## config.mk

```make
export PLATFORM = sky130hd
export DESIGN_NAME = issue_select
export DESIGN_NICKNAME = d
export VERILOG_FILES = /design/src/rtl/issue_select_pkg.sv /design/src/rtl/issue_select_age_pick.sv /design/src/rtl/issue_select.sv
export SDC_FILE = /design/constraint.sdc
export NUM_CORES = 1
export LEC_CHECK = 0
export CAP_MARGIN = 40
export CORE_UTILIZATION = 48
export CTS_CLUSTER_SIZE = 30
export DETAILED_ROUTE_END_ITERATION = 12
export GPL_ROUTABILITY_DRIVEN = 1
export PLACE_DENSITY = 0.67
export SYNTH_ARGS = -nofsm -noshare
export SYNTH_HDL_FRONTEND = slang
export SYNTH_SLANG_ARGS = --single-unit
```

## constraint.sdc

```tcl
create_clock -name clk -period 4.9 [get_ports clk]
set_input_delay 0.98 -clock clk [delete_from_list [all_inputs] [get_ports clk]]
set_output_delay 0.98 -clock clk [all_outputs]
set_load 0.005 [all_outputs]
```

## src/rtl/issue_select_pkg.sv

```systemverilog
// ============================================================================
// Module   : issue_select_pkg
// Brief    : Shared sizing, types and helpers for the issue_select scheduler.
// Revision : 1.0 - initial release
// ============================================================================
`default_nettype none

package issue_select_pkg;

    localparam int NUM_IQ_ENTRIES      = 8;
    localparam int NUM_IQ_ENTRIES_LOG2 = 3;

    typedef logic [NUM_IQ_ENTRIES-1:0]                     slot_mask_t;
    typedef logic [NUM_IQ_ENTRIES_LOG2-1:0]                slot_idx_t;
    // age[i][j] = 1 : slot i is older than slot j
    typedef logic [NUM_IQ_ENTRIES-1:0][NUM_IQ_ENTRIES-1:0] age_mat_t;

    function automatic slot_mask_t slot_onehot(input slot_idx_t idx);
        slot_mask_t m;
        m      = '0;
        m[idx] = 1'b1;
        return m;
    endfunction

endpackage

`default_nettype wire

```

## src/rtl/issue_select_age_pick.sv

```systemverilog
// ============================================================================
// Module   : issue_select_age_pick
// Brief    : Combinational oldest-candidate finder over an age matrix.
// Revision : 1.0 - initial release
// ============================================================================
`default_nettype none

module issue_select_age_pick
    import issue_select_pkg::*;
(
    input  slot_mask_t cand_i,
    input  age_mat_t   age_i,
    output logic       found_o,
    output slot_idx_t  idx_o
);

    slot_mask_t w_oldest;

    // A candidate is oldest when no other candidate claims to be older than it.
    for (genvar gi = 0; gi < NUM_IQ_ENTRIES; gi++) begin : g_oldest
        always_comb begin
            w_oldest[gi] = cand_i[gi];
            for (int j = 0; j < NUM_IQ_ENTRIES; j++) begin
                if (cand_i[j] && age_i[j][gi]) begin
                    w_oldest[gi] = 1'b0;
                end
            end
        end
    end

    always_comb begin
        found_o = |w_oldest;
        idx_o   = '0;
        for (int i = NUM_IQ_ENTRIES - 1; i >= 0; i--) begin
            if (w_oldest[i]) begin
                idx_o = slot_idx_t'(i);
            end
        end
    end

endmodule

`default_nettype wire

```

## src/rtl/issue_select.sv

```systemverilog
// ============================================================================
// Module   : issue_select
// Brief    : Oldest-first dual-issue select for the 8-entry issue queue.
//            Optional counters enabled by defining ISSUE_SELECT_STATS_EN.
// Revision : 1.0 - initial release
// ============================================================================
`default_nettype none

module issue_select
    import issue_select_pkg::*;
(
    input  logic                           clk,
    input  logic                           reset,
    input  logic                           flush,
    input  logic [NUM_IQ_ENTRIES-1:0]      slot_vld,
    input  logic [NUM_IQ_ENTRIES-1:0]      slot_rdy,
    input  logic                           alloc0,
    input  logic [NUM_IQ_ENTRIES_LOG2-1:0] alloc_key0,
    input  logic                           alloc1,
    input  logic [NUM_IQ_ENTRIES_LOG2-1:0] alloc_key1,
    input  logic                           fu0_ready,
    input  logic                           fu1_ready,
    output logic                           pop0,
    output logic [NUM_IQ_ENTRIES_LOG2-1:0] pop_key0,
    output logic                           pop1,
    output logic [NUM_IQ_ENTRIES_LOG2-1:0] pop_key1
`ifdef ISSUE_SELECT_STATS_EN
    ,
    output logic [31:0]                    issued_cnt,
    output logic [31:0]                    stall_cnt
`endif
);

    age_mat_t   age_q, age_d;
    slot_mask_t inflight_q, inflight_d;
    logic       pop0_q, pop0_d, pop1_q, pop1_d;
    slot_idx_t  key0_q, key0_d, key1_q, key1_d;

    slot_mask_t w_cand, w_cand_rest;
    logic       w_found0, w_found1;
    slot_idx_t  w_idx0, w_idx1;

    // Slots already on the pop outputs still show vld this cycle; mask them.
    assign w_cand      = slot_vld & slot_rdy & ~inflight_q;
    assign w_cand_rest = w_cand & ~(w_found0 ? slot_onehot(w_idx0) : '0);

    issue_select_age_pick u_pick_first (
        .cand_i  (w_cand),
        .age_i   (age_q),
        .found_o (w_found0),
        .idx_o   (w_idx0)
    );

    issue_select_age_pick u_pick_second (
        .cand_i  (w_cand_rest),
        .age_i   (age_q),
        .found_o (w_found1),
        .idx_o   (w_idx1)
    );

    always_comb begin
        pop0_d = 1'b0;
        pop1_d = 1'b0;
        key0_d = key0_q;
        key1_d = key1_q;
        if (!flush) begin
            if (fu0_ready) begin
                pop0_d = w_found0;
                if (w_found0) key0_d = w_idx0;
                if (fu1_ready) begin
                    pop1_d = w_found1;
                    if (w_found1) key1_d = w_idx1;
                end
            end else if (fu1_ready) begin
                pop1_d = w_found0;
                if (w_found0) key1_d = w_idx0;
            end
        end
        inflight_d = (pop0_d ? slot_onehot(key0_d) : '0)
                   | (pop1_d ? slot_onehot(key1_d) : '0);
    end

    // Newly allocated slots become youngest; alloc1 is younger than alloc0.
    always_comb begin
        age_d = age_q;
        if (flush) begin
            age_d = '0;
        end else begin
            for (int i = 0; i < NUM_IQ_ENTRIES; i++) begin
                for (int j = 0; j < NUM_IQ_ENTRIES; j++) begin
                    if (alloc1 && slot_idx_t'(i) == alloc_key1) begin
                        age_d[i][j] = 1'b0;
                    end else if (alloc1 && slot_idx_t'(j) == alloc_key1 &&
                                 (slot_vld[i] || (alloc0 && slot_idx_t'(i) == alloc_key0))) begin
                        age_d[i][j] = 1'b1;
                    end else if (alloc0 && slot_idx_t'(i) == alloc_key0) begin
                        age_d[i][j] = 1'b0;
                    end else if (alloc0 && slot_idx_t'(j) == alloc_key0 && slot_vld[i]) begin
                        age_d[i][j] = 1'b1;
                    end
                end
            end
        end
    end

    always_ff @(posedge clk or posedge reset) begin
        if (reset) begin
            age_q      <= '0;
            inflight_q <= '0;
            pop0_q     <= 1'b0;
            pop1_q     <= 1'b0;
            key0_q     <= '0;
            key1_q     <= '0;
        end else begin
            age_q      <= age_d;
            inflight_q <= inflight_d;
            pop0_q     <= pop0_d;
            pop1_q     <= pop1_d;
            key0_q     <= key0_d;
            key1_q     <= key1_d;
        end
    end

    assign pop0     = pop0_q;
    assign pop1     = pop1_q;
    assign pop_key0 = key0_q;
    assign pop_key1 = key1_q;

`ifdef ISSUE_SELECT_STATS_EN
    logic [31:0] issued_cnt_q, stall_cnt_q;

    always_ff @(posedge clk or posedge reset) begin
        if (reset) begin
            issued_cnt_q <= '0;
            stall_cnt_q  <= '0;
        end else begin
            issued_cnt_q <= issued_cnt_q + 32'(pop0_d) + 32'(pop1_d);
            if ((|w_cand) && !pop0_d && !pop1_d) begin
                stall_cnt_q <= stall_cnt_q + 32'd1;
            end
        end
    end

    assign issued_cnt = issued_cnt_q;
    assign stall_cnt  = stall_cnt_q;
`endif

endmodule

`default_nettype wire

```

==> flow_summary.json <==
{
  "finalClockSkew_ns": 0.0130,
  "grt_pass1_vias": 5062,
  "r2r_setup_slack_ns": 0.74,
  "max-vdd-ir-drop_v": 0.000201,
  "powerDensity_nw_per_um2": 295,
  "critPathKind": "input port to flop",
  "cp-end-kind": "flop",
  "grt_setup_unrepaired": "no",
  "post_cts_resized": 0,
  "syn_nets": 574,
  "ys.flop_type": "dfrtp_1",
  "place_inst": 764,
  "cts_tree": "done",
  "die_area_um2": 10700,
  "die_h_um": 103,
  "cts_buffers": 9,
  "post_cts_buffers": 0,
  "finalSetupViolCount": 0,
  "start_kind": "input port",
  "multi_input_area_um2": 2790,
  "die_w_um": 103,
  "final_cell_mix": "80 x dfrtp_1, 78 x buf_4, 69 x a21oi_1",
  "insertion_delay_ns": 0.37,
  "yosys_warnings": 0,
  "slew_violations": 0,
  "synth.top_cells.by_area": "dfrtp_1 40%, a211oi_1 8.2%, a21oi_1 7.0%",
  "diodes": 0,
  "cp.required_ns": 5.17,
  "hpwlAfterDp_um": 15200,
  "cts.sinks": 80,
  "min_period_ns": 4.76,
  "post-route-util": 0.631,
  "grt_pass1_wl_um": 29300,
  "port_buffers": 36,
  "fin_area_um2": 6220,
  "num_vias": 5286,
  "min_period_over_period": 0.972,
  "ys_types": 63,
  "status": "finished clean",
  "synth_area_um2": 4940,
  "slew_headroom": 0.353,
  "seq_area_frac_synth": 0.405,
  "row_count": 36,
  "tightest_slew_ns": 0.964,
  "async_flop_share": 1.00,
  "wl_per_cell_um": 25.0,
  "nets": 671,
  "routed_via_density": 6.78,
  "h-tree-depth": 3,
  "finalWorstSetupSlack_ns": 0.139,
  "gp_congestion": 0.988,
  "avgSynthCellArea_um2": 9.07,
  "fill_cells": 854,
  "drtPass1Iterations": 5,
  "power_uw": 1840,
  "syn2layout_area_growth_pct": 25.8,
  "io_pins": 37,
  "wirelength_um": 19500,
  "drc": 0,
  "placed_area_um2": 5960,
  "drtAntennaViolNets": 0,
  "final_hold_viol_count": 0,
  "dp_slack_ns": -0.170,
  "path_max_fanout": 7,
  "finalNonFillerCells": 780,
  "max_freq_mhz": 210,
  "cap_viol_max_count": 0,
  "synth-edff-count": 0,
  "regArea_um2": 2000,
  "hp-class": "flop to flop",
  "antenna_found_initial": 1,
  "clkTransAtPathRegs_ns": 0.09,
  "final_common_cell": "dfrtp_1",
  "critPathArrivalTime_ns": 5.03,
  "clk_path_buf_depth": 2,
  "hold_buffers": 0,
  "core_um2": 9860,
  "start_util": 0.501,
  "static-leakage-power_uw": 0.00261,
  "drive_above_1_share": 0.189,
  "grt_overflow": 0,
  "grt_max_degree": 32,
  "yosysTopAreaCell": "dfrtp_1",
  "cts_root_buf": "clkbuf_8",
  "synthCells": 545,
  "first_iter_violations": 569,
  "synth_top_area_share": 0.405,
  "ys_seq_elements": 80,
  "grt_use_total": 0.386
}
## final cells by class
type                            count  area share
Multi-Input combinational cell    423       0.448
Sequential cell                    80       0.322
Timing Repair Buffer              115       0.155
Tap cell                          133      0.0267
Clock inverter                      7      0.0205
Clock buffer                        9      0.0199
Inverter                           13     0.00805
## cells in the mapped netlist, types with 7 or more instances
library cell / instances
a211oi_1: 54
a21oi_1: 69
a22o_1: 14
and2_1: 9
and3b_1: 7
clkbuf_1: 27
dfrtp_1: 80
inv_1: 12
nand2_1: 40
nand2b_1: 16
nand3_1: 11
nand4_1: 9
nand4b_1: 21
nor2_1: 27
nor3_1: 14
o21ai_0: 11
or2_2: 10
## cell families (layout without fill, tap and decap cells)
| logic type | count (synthesis) | count (layout) | synth area share |
|---|---|---|---|
| buffers and inverters | 42 | 144 | 0.0334 |
| muxes | 1 | 1 | 0.00228 |
| DFF | 80 | 80 | 0.405 |
| AOI/OAI and AO/OA | 220 | 220 | 0.315 |
| and+or+nand+nor | 202 | 202 | 0.244 |
## sequential cells by signal, indices dropped and copies added, names as in the netlist
name / flops
age_q: 64
pop_key0: 3
pop_key1: 3
pop0: 1
pop1: 1
inflight_q: 8
## critical path, stage by stage
cell,delay (ns)
clkdlybuf4s50_1,0.57
nor4bb_1,0.32
buf_4,0.18
o2111ai_1,0.14
a2111oi_0,0.65
buf_4,0.23
nand3_1,0.17
and2_1,0.28
a211o_1,0.35
o21ai_0,0.28
a221o_1,0.22
a211oi_2,0.09
o21bai_2,0.26
o32ai_1,0.32
## stage by stage
| stage | TNS [ns] | hold WS, ns |
|---|---|---|
| 2_1_floorplan | 0 | 0.455 |
| 3_3_place_gp | -0.705 | 0.475 |
| 3_5_place_dp | -1.15 | 0.482 |
| 4_1_cts | 0 | 0.507 |
| 5_1_grt | 0 | 0.553 |
| 6_report | 0 | 0.510 |
## per-layer routing
layer  up-vias  routed length [µm]  part of all wire  track usage
li1       2343                   -                 -            -
met1      2544                7940              0.41        0.506
met2       314                8770              0.45        0.601
met3        83                1820             0.093       0.0927
met4         2                 938             0.048        0.191
met5         -                  17           0.00087            0
## path summary, 6_finish.rpt
kind / endpoint / cells past startpoint / startpoint
min reg2reg: age_q[18] / 1 / age_q[18]
min: age_q[18] / 1 / age_q[18]
max: inflight_q[1] / 14 / slot_vld[6]
max reg2reg: inflight_q[1] / 12 / inflight_q[3]
min in group asynchronous: age_q[39] / 2 / reset
max in group asynchronous: age_q[62] / 3 / reset
## power by group
| group | internal, µW | switching [µW] | leakage, µW |
|---|---|---|---|
| clock | 346 | 274 | 0.000126 |
| sequential | 698 | 46.2 | 0.00109 |
| combinational | 215 | 259 | 0.00140 |
| total | 1260 | 579 | 0.00261 |
(Power assumes the default switching activity.)
